[config.mk]
export PLATFORM = sky130hd
export DESIGN_NAME = mem_port_arbiter
export DESIGN_NICKNAME = d
export VERILOG_FILES = /design/src/rtl/riscv_mem_pkg.sv /design/src/rtl/mem_wait_timer.sv /design/src/rtl/mem_port_arbiter.sv
export SDC_FILE = /design/constraint.sdc
export NUM_CORES = 1
export LEC_CHECK = 0
export CAP_MARGIN = 15
export CORE_UTILIZATION = 41
export CTS_BUF_LIST = sky130_fd_sc_hd__clkbuf_16
export CTS_CLUSTER_SIZE = 14
export DETAILED_ROUTE_END_ITERATION = 12
export HOLD_SLACK_MARGIN = 0.08
export PLACE_DENSITY = 0.8
export SLEW_MARGIN = 15
export SYNTH_ARGS = -nofsm -noshare
export SYNTH_HDL_FRONTEND = slang
export SYNTH_SLANG_ARGS = --single-unit
[constraint.sdc]
create_clock -name clk -period 5.7 [get_ports clk]
set_input_delay 1.14 -clock clk [delete_from_list [all_inputs] [get_ports clk]]
set_output_delay 1.14 -clock clk [all_outputs]
set_load 0.03 [all_outputs]
[src/rtl/riscv_mem_pkg.sv]
// Shared types for the unified memory port arbiter.
// Arbiter states, port ownership and default widths.
package riscv_mem_pkg;

    typedef enum logic [1:0] {
        IDLE,
        BUSY_I,
        BUSY_D,
        RESP
    } arb_state_t;

    typedef enum logic {
        OWN_I,
        OWN_D
    } owner_t;

    localparam int ADDR_W_DEF = 32;
    localparam int DATA_W_DEF = 32;

    // bits needed to hold the value n
    function automatic int cnt_w(input int n);
        return (n < 2) ? 1 : $clog2(n + 1);
    endfunction

endpackage

[src/rtl/mem_wait_timer.sv]
// Counts cycles spent waiting on the memory port.
// timeout rises on the TIMEOUT-th enabled cycle.
module mem_wait_timer
    import riscv_mem_pkg::*;
#(
    parameter int TIMEOUT = 15
) (
    input  logic clk,
    input  logic rst,
    input  logic clear,
    input  logic enable,
    output logic timeout
);

    localparam int W = cnt_w(TIMEOUT);

    logic [W-1:0] cnt;

    assign timeout = enable && (cnt == W'(TIMEOUT - 1));

    always_ff @(posedge clk or posedge rst) begin
        if (rst) begin
            cnt <= '0;
        end else if (clear) begin
            cnt <= '0;
        end else if (enable && !timeout) begin
            cnt <= cnt + W'(1);
        end
    end

endmodule

[src/rtl/mem_port_arbiter.sv]
// Fetch / load-store arbiter onto one memory port.
// Optional stall counters under MEM_ARB_PERF_EN.
module mem_port_arbiter
    import riscv_mem_pkg::*;
#(
    parameter int ADDR_W   = ADDR_W_DEF,
    parameter int DATA_W   = DATA_W_DEF,
    parameter int TIMEOUT  = 15,
    parameter int D_STARVE = 4
) (
    input  logic              clk,
    input  logic              rst,
    input  logic              if_req,
    input  logic [ADDR_W-1:0] if_addr,
    output logic              if_gnt,
    output logic              if_rvalid,
    output logic [DATA_W-1:0] if_rdata,
    input  logic              d_req,
    input  logic              d_we,
    input  logic [ADDR_W-1:0] d_addr,
    input  logic [DATA_W-1:0] d_wdata,
    output logic              d_gnt,
    output logic              d_rvalid,
    output logic [DATA_W-1:0] d_rdata,
    output logic              bus_err,
    output logic              mem_req,
    output logic              mem_we,
    output logic [ADDR_W-1:0] mem_addr,
    output logic [DATA_W-1:0] mem_wdata,
    input  logic [DATA_W-1:0] mem_rdata,
    input  logic              mem_ready
`ifdef MEM_ARB_PERF_EN
    ,
    output logic [31:0]       perf_if_stall,
    output logic [31:0]       perf_d_stall
`endif
);

    localparam int SW = cnt_w(D_STARVE);

    arb_state_t    state;
    owner_t        owner;
    logic [SW-1:0] starve;
    logic          busy;
    logic          tmo;
    logic          fetch_due;

    assign busy      = (state == BUSY_I) || (state == BUSY_D);
    assign fetch_due = if_req && (starve == SW'(D_STARVE));

    mem_wait_timer #(
        .TIMEOUT(TIMEOUT)
    ) u_timer (
        .clk    (clk),
        .rst    (rst),
        .clear  (!busy),
        .enable (busy && !mem_ready),
        .timeout(tmo)
    );

    always_ff @(posedge clk or posedge rst) begin
        if (rst) begin
            state     <= IDLE;
            owner     <= OWN_I;
            starve    <= '0;
            if_gnt    <= 1'b0;
            if_rvalid <= 1'b0;
            if_rdata  <= '0;
            d_gnt     <= 1'b0;
            d_rvalid  <= 1'b0;
            d_rdata   <= '0;
            bus_err   <= 1'b0;
            mem_req   <= 1'b0;
            mem_we    <= 1'b0;
            mem_addr  <= '0;
            mem_wdata <= '0;
        end else begin
            if_gnt    <= 1'b0;
            d_gnt     <= 1'b0;
            if_rvalid <= 1'b0;
            d_rvalid  <= 1'b0;
            bus_err   <= 1'b0;
            unique case (state)
                IDLE: begin
                    if (d_req && !fetch_due) begin
                        d_gnt     <= 1'b1;
                        owner     <= OWN_D;
                        state     <= BUSY_D;
                        mem_req   <= 1'b1;
                        mem_we    <= d_we;
                        mem_addr  <= d_addr;
                        mem_wdata <= d_wdata;
                        starve    <= if_req ? starve + SW'(1) : '0;
                    end else if (if_req) begin
                        if_gnt    <= 1'b1;
                        owner     <= OWN_I;
                        state     <= BUSY_I;
                        mem_req   <= 1'b1;
                        mem_we    <= 1'b0;
                        mem_addr  <= if_addr;
                        mem_wdata <= '0;
                        starve    <= '0;
                    end
                end
                BUSY_I, BUSY_D: begin
                    // ready wins over a timeout in the same cycle
                    if (mem_ready || tmo) begin
                        mem_req <= 1'b0;
                        mem_we  <= 1'b0;
                        bus_err <= !mem_ready;
                        state   <= RESP;
                        if (owner == OWN_D) begin
                            d_rvalid <= 1'b1;
                            d_rdata  <= mem_ready ? mem_rdata : '0;
                        end else begin
                            if_rvalid <= 1'b1;
                            if_rdata  <= mem_ready ? mem_rdata : '0;
                        end
                    end
                end
                RESP: begin
                    state <= IDLE;
                end
                default: begin
                    state <= IDLE;
                end
            endcase
        end
    end

`ifdef MEM_ARB_PERF_EN
    always_ff @(posedge clk or posedge rst) begin
        if (rst) begin
            perf_if_stall <= '0;
            perf_d_stall  <= '0;
        end else begin
            if (if_req && !if_rvalid && perf_if_stall != '1) begin
                perf_if_stall <= perf_if_stall + 32'd1;
            end
            if (d_req && !d_rvalid && perf_d_stall != '1) begin
                perf_d_stall <= perf_d_stall + 32'd1;
            end
        end
    end
`endif

endmodule

==> metrics.txt, run 1 <==
status finished, final reports clean; setup TNS 0 ns; CP Data Arrival Time 3.52 ns; die area 0.0146 mm2; Setup crit end mem_addr[31]; Max Cap Violations 0; RSZ-0062 raised after global routing false; power per cell area 648 mW/mm2; Critical Path RT 5.94 ns; # nets final 878; 1st-pass router iterations 5; initial antenna violation count 0; Hold Crit Class flip-flop to flip-flop; Core Area between 0.01 and 0.015 mm2; FILL cells 1000; crit path max fanout 32; Switch Pwr 2.44 mW; diode count 0; Horiz. Die Dim ~120 um; Mean Syn Cell Area 11.9 um2; clock share of power 18.5%; sequential fraction of the synthesis area between 60% and 70%; Yosys cell types 36; root buf cell clkbuf_16; Pint 3.52 mW; r2r endpoint mem_addr[31]; largest net degree at the start of global routing 107; CTS clk-pin slew, worst paths 0.06 ns; area delta synth->final 58.5%; global-route wire length before repair 26.1 mm; final core occ between 60% and 70%; Worst Reg-to-Reg Cells 5; R2R setup slack roughly 3.3 ns; Flop pwr share 30.4%; Logic pwr share between 50% and 60%; Post-CTS Resized 0; Final Hold Vio Count 0; fin crit period 3.28 ns; hold depth 2; Crit path largest cell delay 0.96 ns; # DRC 0; gr ovfl total 0; switch share a little over 40%; crit path cell chain clkdlybuf4s50_1 -> nand3_1 -> and2_1 -> o211ai_1; share of layout cells above drive strength 1 6.12%; worst path buffer plus inverter count 1; fin. max-slew vios 0; RR Startpoint starve[0]; Mapped Cells 487; hold-fix buffer count after cts 0; # setup viols final 0; VDD IR-drop max about 0.33 mV; I/O pin count 269; f_max 305 MHz; Routed WL 16.7 mm; detailed placer's ending HPWL 11.6 mm; Post-CTS Setup Inserts 0; worst-skew pair later-pin latency about 0.41 ns; Slew @ Worst Pin 1.13 ns; Num CTS Buffers 17; Setup CP Type input pin to flip-flop; synth warn 0; Via Count between 5000 and 6000; CTS tree done; GP Congestion 0.787; DP Worst Slack 1.97 ns; initial core utilization 42.0%; Synth Net Count 626; Leakage 3.91 nW; crit-path leading delay family simple AND/OR/NAND/NOR gates; max_slew headroom 24.6%; CTS Sinks 145; die height roughly 120 um; CP startpoint kind input pin; H-tree depth 4; DRT iter0 DRCs 280; mean routed wirelength per cell 17.9 um; Slowest-stage cell, CP and2_1; final worst-path cycle share 57.6%; Synth Register Bits around 150; worst setup margin 2.42 ns; Setup Skew 0.0127 ns; CTS max path bufs 2; CP Depth 4; Port-buffer cells 268; number of global-route vias before repair ~5000; Routed Antenna Nets 0; total global-route track usage 23.3%; CP Capture Type flip-flop; critical path startpoint if_req; routed vias/inst 5.46; Mapped Area 0.00580 mm2; Rows 43
==> sequential cells by signal, summed over array words and instances (netlist names), 2 cells and up <==
signal	count
u_timer.cnt	4
d_rdata	32
state	2
if_rdata	32
mem_addr	32
starve	3
mem_wdata	32
==> cell type report <==
type / instances / area (um2) / share of cell area, %
Multi-Input combinational cell: 285 / 1940 / 21.1
Clock inverter: 15 / 165 / 1.80
Timing Repair Buffer: 278 / 2760 / 30.0
Inverter: 12 / 50.0 / 0.545
Clock buffer: 17 / 425 / 4.63
Tap cell: 180 / 225 / 2.45
Sequential cell: 145 / 3630 / 39.5
==> layout by cell type (no fill, tap or decap), drive strengths merged <==
master and count:
or3b 1, a31o 2, and3 3, nand2 72, or3 2, nand2b 2
a21oi 6, o21a 1, and2 1, o2bb2ai 1, nor3 2, ha 5
inv 16, clkbuf 17, buf 10, nand4b 1, o221ai 1, a211oi 2
a2bb2oi 1, a21o 1, xor2 1, bufinv 3, clkinv 6, a22o 95
nor2 5, a32o 2, clkinvlp 2, o21ai 5, o211ai 32, nand4 32
nor3b 2, dfrtp 145, nand3 4, a31oi 2, clkdlybuf4s50 268, a2111oi 1
==> cells in the mapped netlist <==
master	number	area [um2]
dfrtp_1	145	3630
a22o_1	95	832
nand2_1	72	270
nand4_1	32	200
o211ai_1	32	240
clkbuf_1	30	113
buf_2	12	60.1
inv_1	11	41.3
a21oi_1	6	30.0
ha_1	5	62.6
nor2_1	5	18.8
nand3_1	4	20.0
o21ai_0	4	20.0
and3_1	3	18.8
buf_6	3	33.8
a211oi_1	2	15.0
a31o_2	2	17.5
a31oi_1	2	12.5
a32o_1	2	20.0
nand2b_1	2	12.5
nor3_1	2	10.0
or3_1	2	12.5
a2111oi_0	1	8.76
a21o_1	1	7.51
a2bb2oi_1	1	8.76
and2_1	1	6.26
inv_2	1	3.75
nand4b_1	1	8.76
nor3b_1	1	7.51
nor3b_2	1	12.5
o21a_1	1	7.51
o21ai_1	1	5.00
o221ai_1	1	8.76
o2bb2ai_1	1	8.76
or3b_2	1	8.76
xor2_1	1	8.76
==> stage by stage <==
step	hold slack [ns]	area (um2)	power [mW]	std cells
floorplan	0.490	5800	3.59	487
global placement	0.466	8600	4.80	900
detailed placement	0.485	8600	4.87	900
CTS	0.498	9190	6.01	932
global route	0.517	9190	6.26	932
finish	0.491	9190	5.96	932
==> cells by family (layout without fill, tap and decap cells) <==
| logic type | Yosys count | count (layout) | share of synthesized area [%] |
|---|---|---|---|
| AO/OA/AOI/OAI | 152 | 152 | 21.4 |
| flip-flops | 145 | 145 | 62.6 |
| AND/OR/NAND/NOR | 127 | 127 | 10.5 |
| buffers and inverters | 57 | 322 | 4.34 |
| adder cells (fa/ha/maj) | 5 | 5 | 1.08 |
| XOR/XNOR | 1 | 1 | 0.151 |
==> tightest hold or removal path, stage by stage (launching register included) <==
cell and delay, ns:
dfrtp_1 0.34, nand2_1 0.05, o211ai_1 0.07
==> power by group through the flow <==
stage | Clock (mW) | Combinational, mW | Sequential [mW]
after global routing | 1.17 | 3.22 | 1.87
after global placement | 0 | 3.00 | 1.79
final | 1.10 | 3.05 | 1.81
after CTS | 1.13 | 3.07 | 1.81
after detailed placement | 0 | 3.06 | 1.81
after floorplan | 0 | 0.922 | 2.67
==> per-layer routing <==
metal	vias to the layer above	track usage [%]	wire length, um
met5	-	0	0
met4	0	9.49	329
met3	26	6.11	1200
met2	239	38.3	8140
met1	2503	29.1	7050
li1	2320	-	-
==> worst min path at each step <==
| stage | startpoint | to | slack (ns) |
|---|---|---|---|
| after floorplan | state[0] | state[0] | 0.49 |
| after global placement | mem_wdata[31] | mem_wdata[31] | 0.47 |
| after detailed placement | mem_addr[17] | mem_addr[17] | 0.48 |
| after CTS | mem_addr[30] | mem_addr[30] | 0.50 |
| after global routing | mem_wdata[28] | mem_wdata[28] | 0.52 |
| final | mem_addr[30] | mem_addr[30] | 0.49 |
(Power assumes the default switching activity.)
==> run 2, diff against run 1 <==
- clock period: 5.7 -> 3.4 ns (I/O delays scaled with it)
==> run 2 against run 1 <==
Effect of this change:
- final area up 0.72%
- clock skew down 0.0030 ns
- via count up 0.92%
- sequential power up 68%
- clock-buffer cell count unchanged
- routed wire length up 2.3%
- hold slack worse by 0.012 ns
- combinational power up 69%
- clock power up 73%
- critical endpoint is now mem_addr[3]
- largest power group unchanged
- highest routed layer unchanged
==> metrics.txt, run 2 (synthesized netlist as in run 1, its figures left out) <==
status finished, final reports clean; Max Cap Violations 0 (unchanged); max_slew headroom 53.2% (+29 points); setup TNS 0 ns (unchanged); Routed Antenna Nets 0 (unchanged); routing usage on met2 38.6% (+0.39 points); fin. max-slew vios 0 (unchanged); switch share 40.6% (-0.33 points); Hold Crit Class flip-flop to flip-flop; Via Count 5135 (+0.92%); r2r endpoint if_rdata[25]; largest net degree at the start of global routing 66 (-38%); RR Startpoint state[1]; GP Congestion 0.827 (+5.1%); Crit path largest cell delay 0.60 ns (-0.36 ns); f_max 427 MHz; detailed placer's ending HPWL 12.0 mm (+3.8%); power per cell area 1090 mW/mm2 (+68%); crit-path leading delay family buffers and inverters; crit path max fanout 33 (+3.1%); Worst Reg-to-Reg Cells 6 (+1); R2R setup slack 1.32 ns (-1.95 ns); met1 GRT Util 28.3% (-0.75 points); Placed Area 0.00866 mm2 (+0.71%); root buf cell clkbuf_16; clock share of power 18.8% (+0.3 points); Hold Crit Endpoint mem_wdata[31]; final worst-path cycle share 68.8%; hold wc startpoint mem_wdata[31]; Routed WL 17.1 mm (+2.3%); CTS clk-pin slew, worst paths 0.06 ns (about the same); Rows 43 (unchanged); # DRC 0 (unchanged); CTS tree done; Setup Skew 0.00976 ns (-0.00299 ns); VDD IR-drop max 0.489 mV (+49%); I/O pin count 269 (unchanged); total global-route track usage 23.4% (+0.16 points); Flop pwr share 30.1% (-0.3 points); H-tree depth 4 (unchanged); CTS Sinks 145 (unchanged); CP Capture Type flip-flop; CTS max path bufs 2 (unchanged); CP startpoint kind input pin; M3 GR Usage 7.14% (+1.0 points); initial antenna violation count 0 (unchanged); Port-buffer cells 268 (unchanged); # setup viols final 0 (unchanged); Leakage 3.95 nW (+0.99%); initial core utilization 42.0% (unchanged); Logic pwr share 51.1% (about the same); final instance area 0.00926 mm2 (+0.72%); Core Area 0.0138 mm2 (unchanged); number of global-route vias before repair 5157 (+2.9%); commonest non-fill, non-tap cell in the layout clkdlybuf4s50_1; Num CTS Buffers 17 (unchanged); DRT iter0 DRCs 325 (+16%); FILL cells 1004 (+0.40%); GRT busiest layer met2; RSZ-0062 raised after global routing false; area delta synth->final 59.6%; Pint 5.99 mW (+70%); fin crit period 2.34 ns; Switch Pwr 4.09 mW (+68%); worst-skew pair later-pin latency 0.40 ns (about the same); crit path cell chain clkdlybuf4s50_1 -> nand3_1 -> buf_4 -> and2_1 -> buf_4 -> o211ai_1; # nets final 883 (+0.57%); diode count 0 (unchanged); Slowest-stage cell, CP clkdlybuf4s50_1; most frequent CP cell buf_4; die area 0.0146 mm2 (unchanged); Post-CTS Resized 0 (unchanged); share of layout cells above drive strength 1 6.35% (+0.23 points); most frequent cells in the layout clkdlybuf4s50_1, dfrtp_1, a22o_1; Post-CTS Setup Inserts 0 (unchanged); worst path buffer plus inverter count 3 (+2); gr ovfl total 0 (unchanged); 1st-pass router iterations 4 (-1); die height 121 um (unchanged); Horiz. Die Dim 121 um (unchanged); Setup CP Type input pin to flip-flop; mean routed wirelength per cell 18.3 um (+1.9%); hold-fix buffer count after cts 0 (unchanged); Final Hold Vio Count 0 (unchanged); Slew @ Worst Pin 0.701 ns (-0.430 ns); CP Data Arrival Time 2.60 ns (-0.92 ns); global-route wire length before repair 26.3 mm (+0.82%); routed vias/inst 5.49 (+0.49%); Critical Path RT 3.66 ns (-2.28 ns); hold depth 2 (unchanged)
run 2: how the worst max path moves through the flow:
| stage | endpoint | slack (ns) | start | depth (start not counted) |
|---|---|---|---|---|
| after floorplan | bus_err | 0.90 | rst | 1 |
| after global placement | mem_addr[1] | 0.78 | if_req | 6 |
| after detailed placement | mem_addr[26] | 0.68 | if_req | 6 |
| after CTS | mem_addr[3] | 1.11 | if_req | 6 |
| after global routing | mem_addr[25] | 0.97 | if_req | 6 |
| final | mem_addr[3] | 1.06 | if_req | 6 |
run 2: per-layer routing:
metal,up-vias,wire length (um)
li1,2326,-
met1,2531,6950
met2,252,8170
met3,26,1560
met4,0,418
met5,-,0
run 2: tightest hold or removal path, cell delays in order (launching register included):
cell     delay, ns
dfrtp_1       0.34
nand2_1       0.05
o21ai_0       0.06
run 2: power groups by stage:
stage	clock (mW)	combinational, mW	sequential [mW]
3_3_place_gp	0	5.07	3.01
4_1_cts	1.93	5.19	3.03
5_1_grt	1.99	5.45	3.12
3_5_place_dp	0	5.17	3.04
2_1_floorplan	0	1.55	4.48
6_report	1.90	5.15	3.04
run 2: layout make-up:
type                            instances  area (um2)  share of cell area [%]
Sequential cell                       145        3630                    39.2
Timing Repair Buffer                  283        2820                    30.5
Multi-Input combinational cell        285        1940                    20.9
Clock buffer                           17         425                    4.60
Tap cell                              180         225                    2.43
Clock inverter                         14         171                    1.85
Inverter                               12        48.8                   0.527
run 2: per-stage QoR:
stage / utilization, % / hold slack (ns) / setup WS, ns / power (mW) / instances
after detailed placement: 62.6 / 0.479 / 0.680 / 8.20 / 905
after CTS: 67.0 / 0.492 / 1.11 / 10.1 / 936
final: 67.0 / 0.479 / 1.06 / 10.1 / 936
after floorplan: - / 0.490 / 0.901 / 6.02 / 487
after global routing: 67.0 / 0.519 / 0.968 / 10.6 / 936
after global placement: 62.6 / 0.474 / 0.780 / 8.08 / 905
==> run 3, diff against run 2 <==
- CORE_UTILIZATION: 41 -> 37
- PLACE_DENSITY: 0.8 -> 0.76
- clock period: 3.4 -> 2.04 ns (I/O delays scaled with it)
==> run 3 against run 2 <==
Effect of this change:
- utilization shrank 5.0 points
- die area grew 11%
- clock skew shrank 0.0029 ns
- highest routed layer is now met5
==> metrics.txt, run 3 (synthesized netlist as in run 1, its figures left out) <==
status finished, final reports clean; fin. max-slew vios 0 (unchanged); number of global-route vias before repair 5355 (+3.8%); M3 GR Usage 6.53% (-0.61 points); largest net degree at the start of global routing 42 (-36%); Slowest-stage cell, CP clkdlybuf4s50_1; GP Congestion 0.788 (-4.8%); Pint 9.97 mW (+66%); die height 127 um (+5.2%); placed cells 949 (+4.9%); switch share 41.2% (+0.67 points); Non-Filler Instances 981 (+4.8%); Rows 45 (+4.7%); RSZ-0062 raised after global routing false; most frequent cells in the layout clkdlybuf4s50_1, dfrtp_1, a22o_1; initial core utilization 38.0% (-3.9 points); CP Data Arrival Time 1.53 ns (-1.07 ns); Setup CP Type flip-flop to primary output; # DRC 0 (unchanged); I/O pin count 269 (unchanged); mean routed wirelength per cell 17.6 um (-3.8%); global-route wire length before repair 27.7 mm (+5.3%); Post-CTS Setup Inserts 0 (unchanged); final worst-path cycle share 94.8%; # nets final 896 (+1.5%); DP Worst Slack 0.0709 ns (-0.609 ns); worst path buffer plus inverter count 1 (-2); total global-route track usage 22.0% (-1.4 points); Core Area 0.0153 mm2 (+10%); gr ovfl total 0 (unchanged); setup TNS 0 ns (unchanged); Placed Area 0.00885 mm2 (+2.2%); f_max 517 MHz; fin crit period between 1.5 and 2 ns; CTS tree done; Logic pwr share 51.8% (+0.7 points); Port-buffer cells 268 (unchanged); root buf cell clkbuf_16; Flop pwr share 29.7% (-0.4 points); crit-path leading delay family buffers and inverters; Critical Path RT 1.63 ns (-2.03 ns); max_slew headroom 64.3% (+11 points); final core occ 61.9% (-5.0 points); CTS max path bufs 2 (unchanged); worst-skew pair later-pin latency 0.41 ns (about the same); Routed WL 17.2 mm (+0.83%); Total Power 17.0 mW (+68%); commonest non-fill, non-tap cell in the layout clkdlybuf4s50_1; worst setup margin 0.106 ns (-0.955 ns); power per cell area 1800 mW/mm2 (+65%); Switch Pwr 7.00 mW (+71%); final instance area 0.00945 mm2 (+2.1%); Hold Crit Class input pin to asynchronous set/reset pin; Via Count 5153 (+0.35%); CTS clk-pin slew, worst paths 0.06 ns (about the same); crit path max fanout 3 (-91%); 1st-pass router iterations 4 (unchanged); # setup viols final 0 (unchanged); routed vias/inst 5.25 (-4.3%); Horiz. Die Dim 127 um (+5.2%); GRT busiest layer met2; clock share of power 18.5% (-0.3 points); Post-CTS Resized 0 (unchanged); Final Hold Vio Count 0 (unchanged); area delta synth->final 62.9%; Num CTS Buffers 17 (unchanged); Slew @ Worst Pin 0.535 ns (-0.166 ns); die area 0.0162 mm2 (+11%); Setup Skew 0.00683 ns (-0.00293 ns); hold-fix buffer count after cts 0 (unchanged); CTS Sinks 145 (unchanged); DRT iter0 DRCs 220 (-32%); crit path cell chain clkdlybuf4s50_1; detailed placer's ending HPWL 12.4 mm (+3.3%); Leakage 4.01 nW (+1.6%); share of layout cells above drive strength 1 8.70% (+2.4 points); CP Capture Type primary output; routing usage on met2 37.8% (-0.89 points); Max Cap Violations 0 (unchanged); diode count 0 (unchanged); Crit path largest cell delay 0.74 ns (+0.14 ns); H-tree depth 4 (unchanged); initial antenna violation count 1 (+1); Routed Antenna Nets 0 (unchanged); met1 GRT Util 26.1% (-2.2 points); R2R setup slack 0.26 ns (-1.06 ns); CP startpoint kind flip-flop; VDD IR-drop max 0.894 mV (+83%); hold slack 0.395 ns (-0.0841 ns)
==> run 3: changes by cell type in the layout (fill, tap and decap cells not counted), sizes merged <==
cell      delta
inv          +4
bufinv       -2
buf         +13
clkinvlp     +3
clkinv       -4
==> run 3: layout make-up <==
| cell class | count | area [um2] |
|---|---|---|
| Clock buffer | 17 | 425 |
| Tap cell | 211 | 264 |
| Clock inverter | 15 | 175 |
| Multi-Input combinational cell | 285 | 1940 |
| Inverter | 12 | 48.8 |
| Timing Repair Buffer | 296 | 2970 |
| Fill cell | 1193 | 5810 |
| Sequential cell | 145 | 3630 |
==> run 3: path summary, 6_finish.rpt <==
| path | from | cells past startpoint | to |
|---|---|---|---|
| max in group asynchronous | rst | 3 | mem_wdata[19] |
| min reg2reg | mem_addr[30] | 2 | mem_addr[30] |
| min in group clk | mem_addr[30] | 2 | mem_addr[30] |
| max | mem_req | 1 | mem_req |
| min | rst | 2 | d_rdata[19] |
| max reg2reg | u_timer.cnt[0] | 6 | if_rdata[20] |
==> run 3: power groups by stage <==
stage                     sequential, mW  clock, mW  combinational, mW
after floorplan                     7.46          0               2.58
after global placement              5.03          0               8.66
after detailed placement            5.07          0               8.81
after CTS                           5.05       3.20               8.85
after global routing                5.20       3.34               9.31
final                               5.05       3.14               8.78
==> run 3: metal layers <==
| metal | vias to the layer above | wire length, um |
|---|---|---|
| met1 | 2550 | 6980 |
| met5 | - | 11 |
| met3 | 24 | 1290 |
| met2 | 217 | 8680 |
| li1 | 2360 | - |
| met4 | 2 | 278 |
==> run 3: worst reg2reg max path: stages, from the launching register on <==
cell and delay, ns:
dfrtp_1 0.41, inv_1 0.09, ha_1 0.21, a31oi_1 0.12, or3_1 0.37, buf_12 0.19, a22o_1 0.27
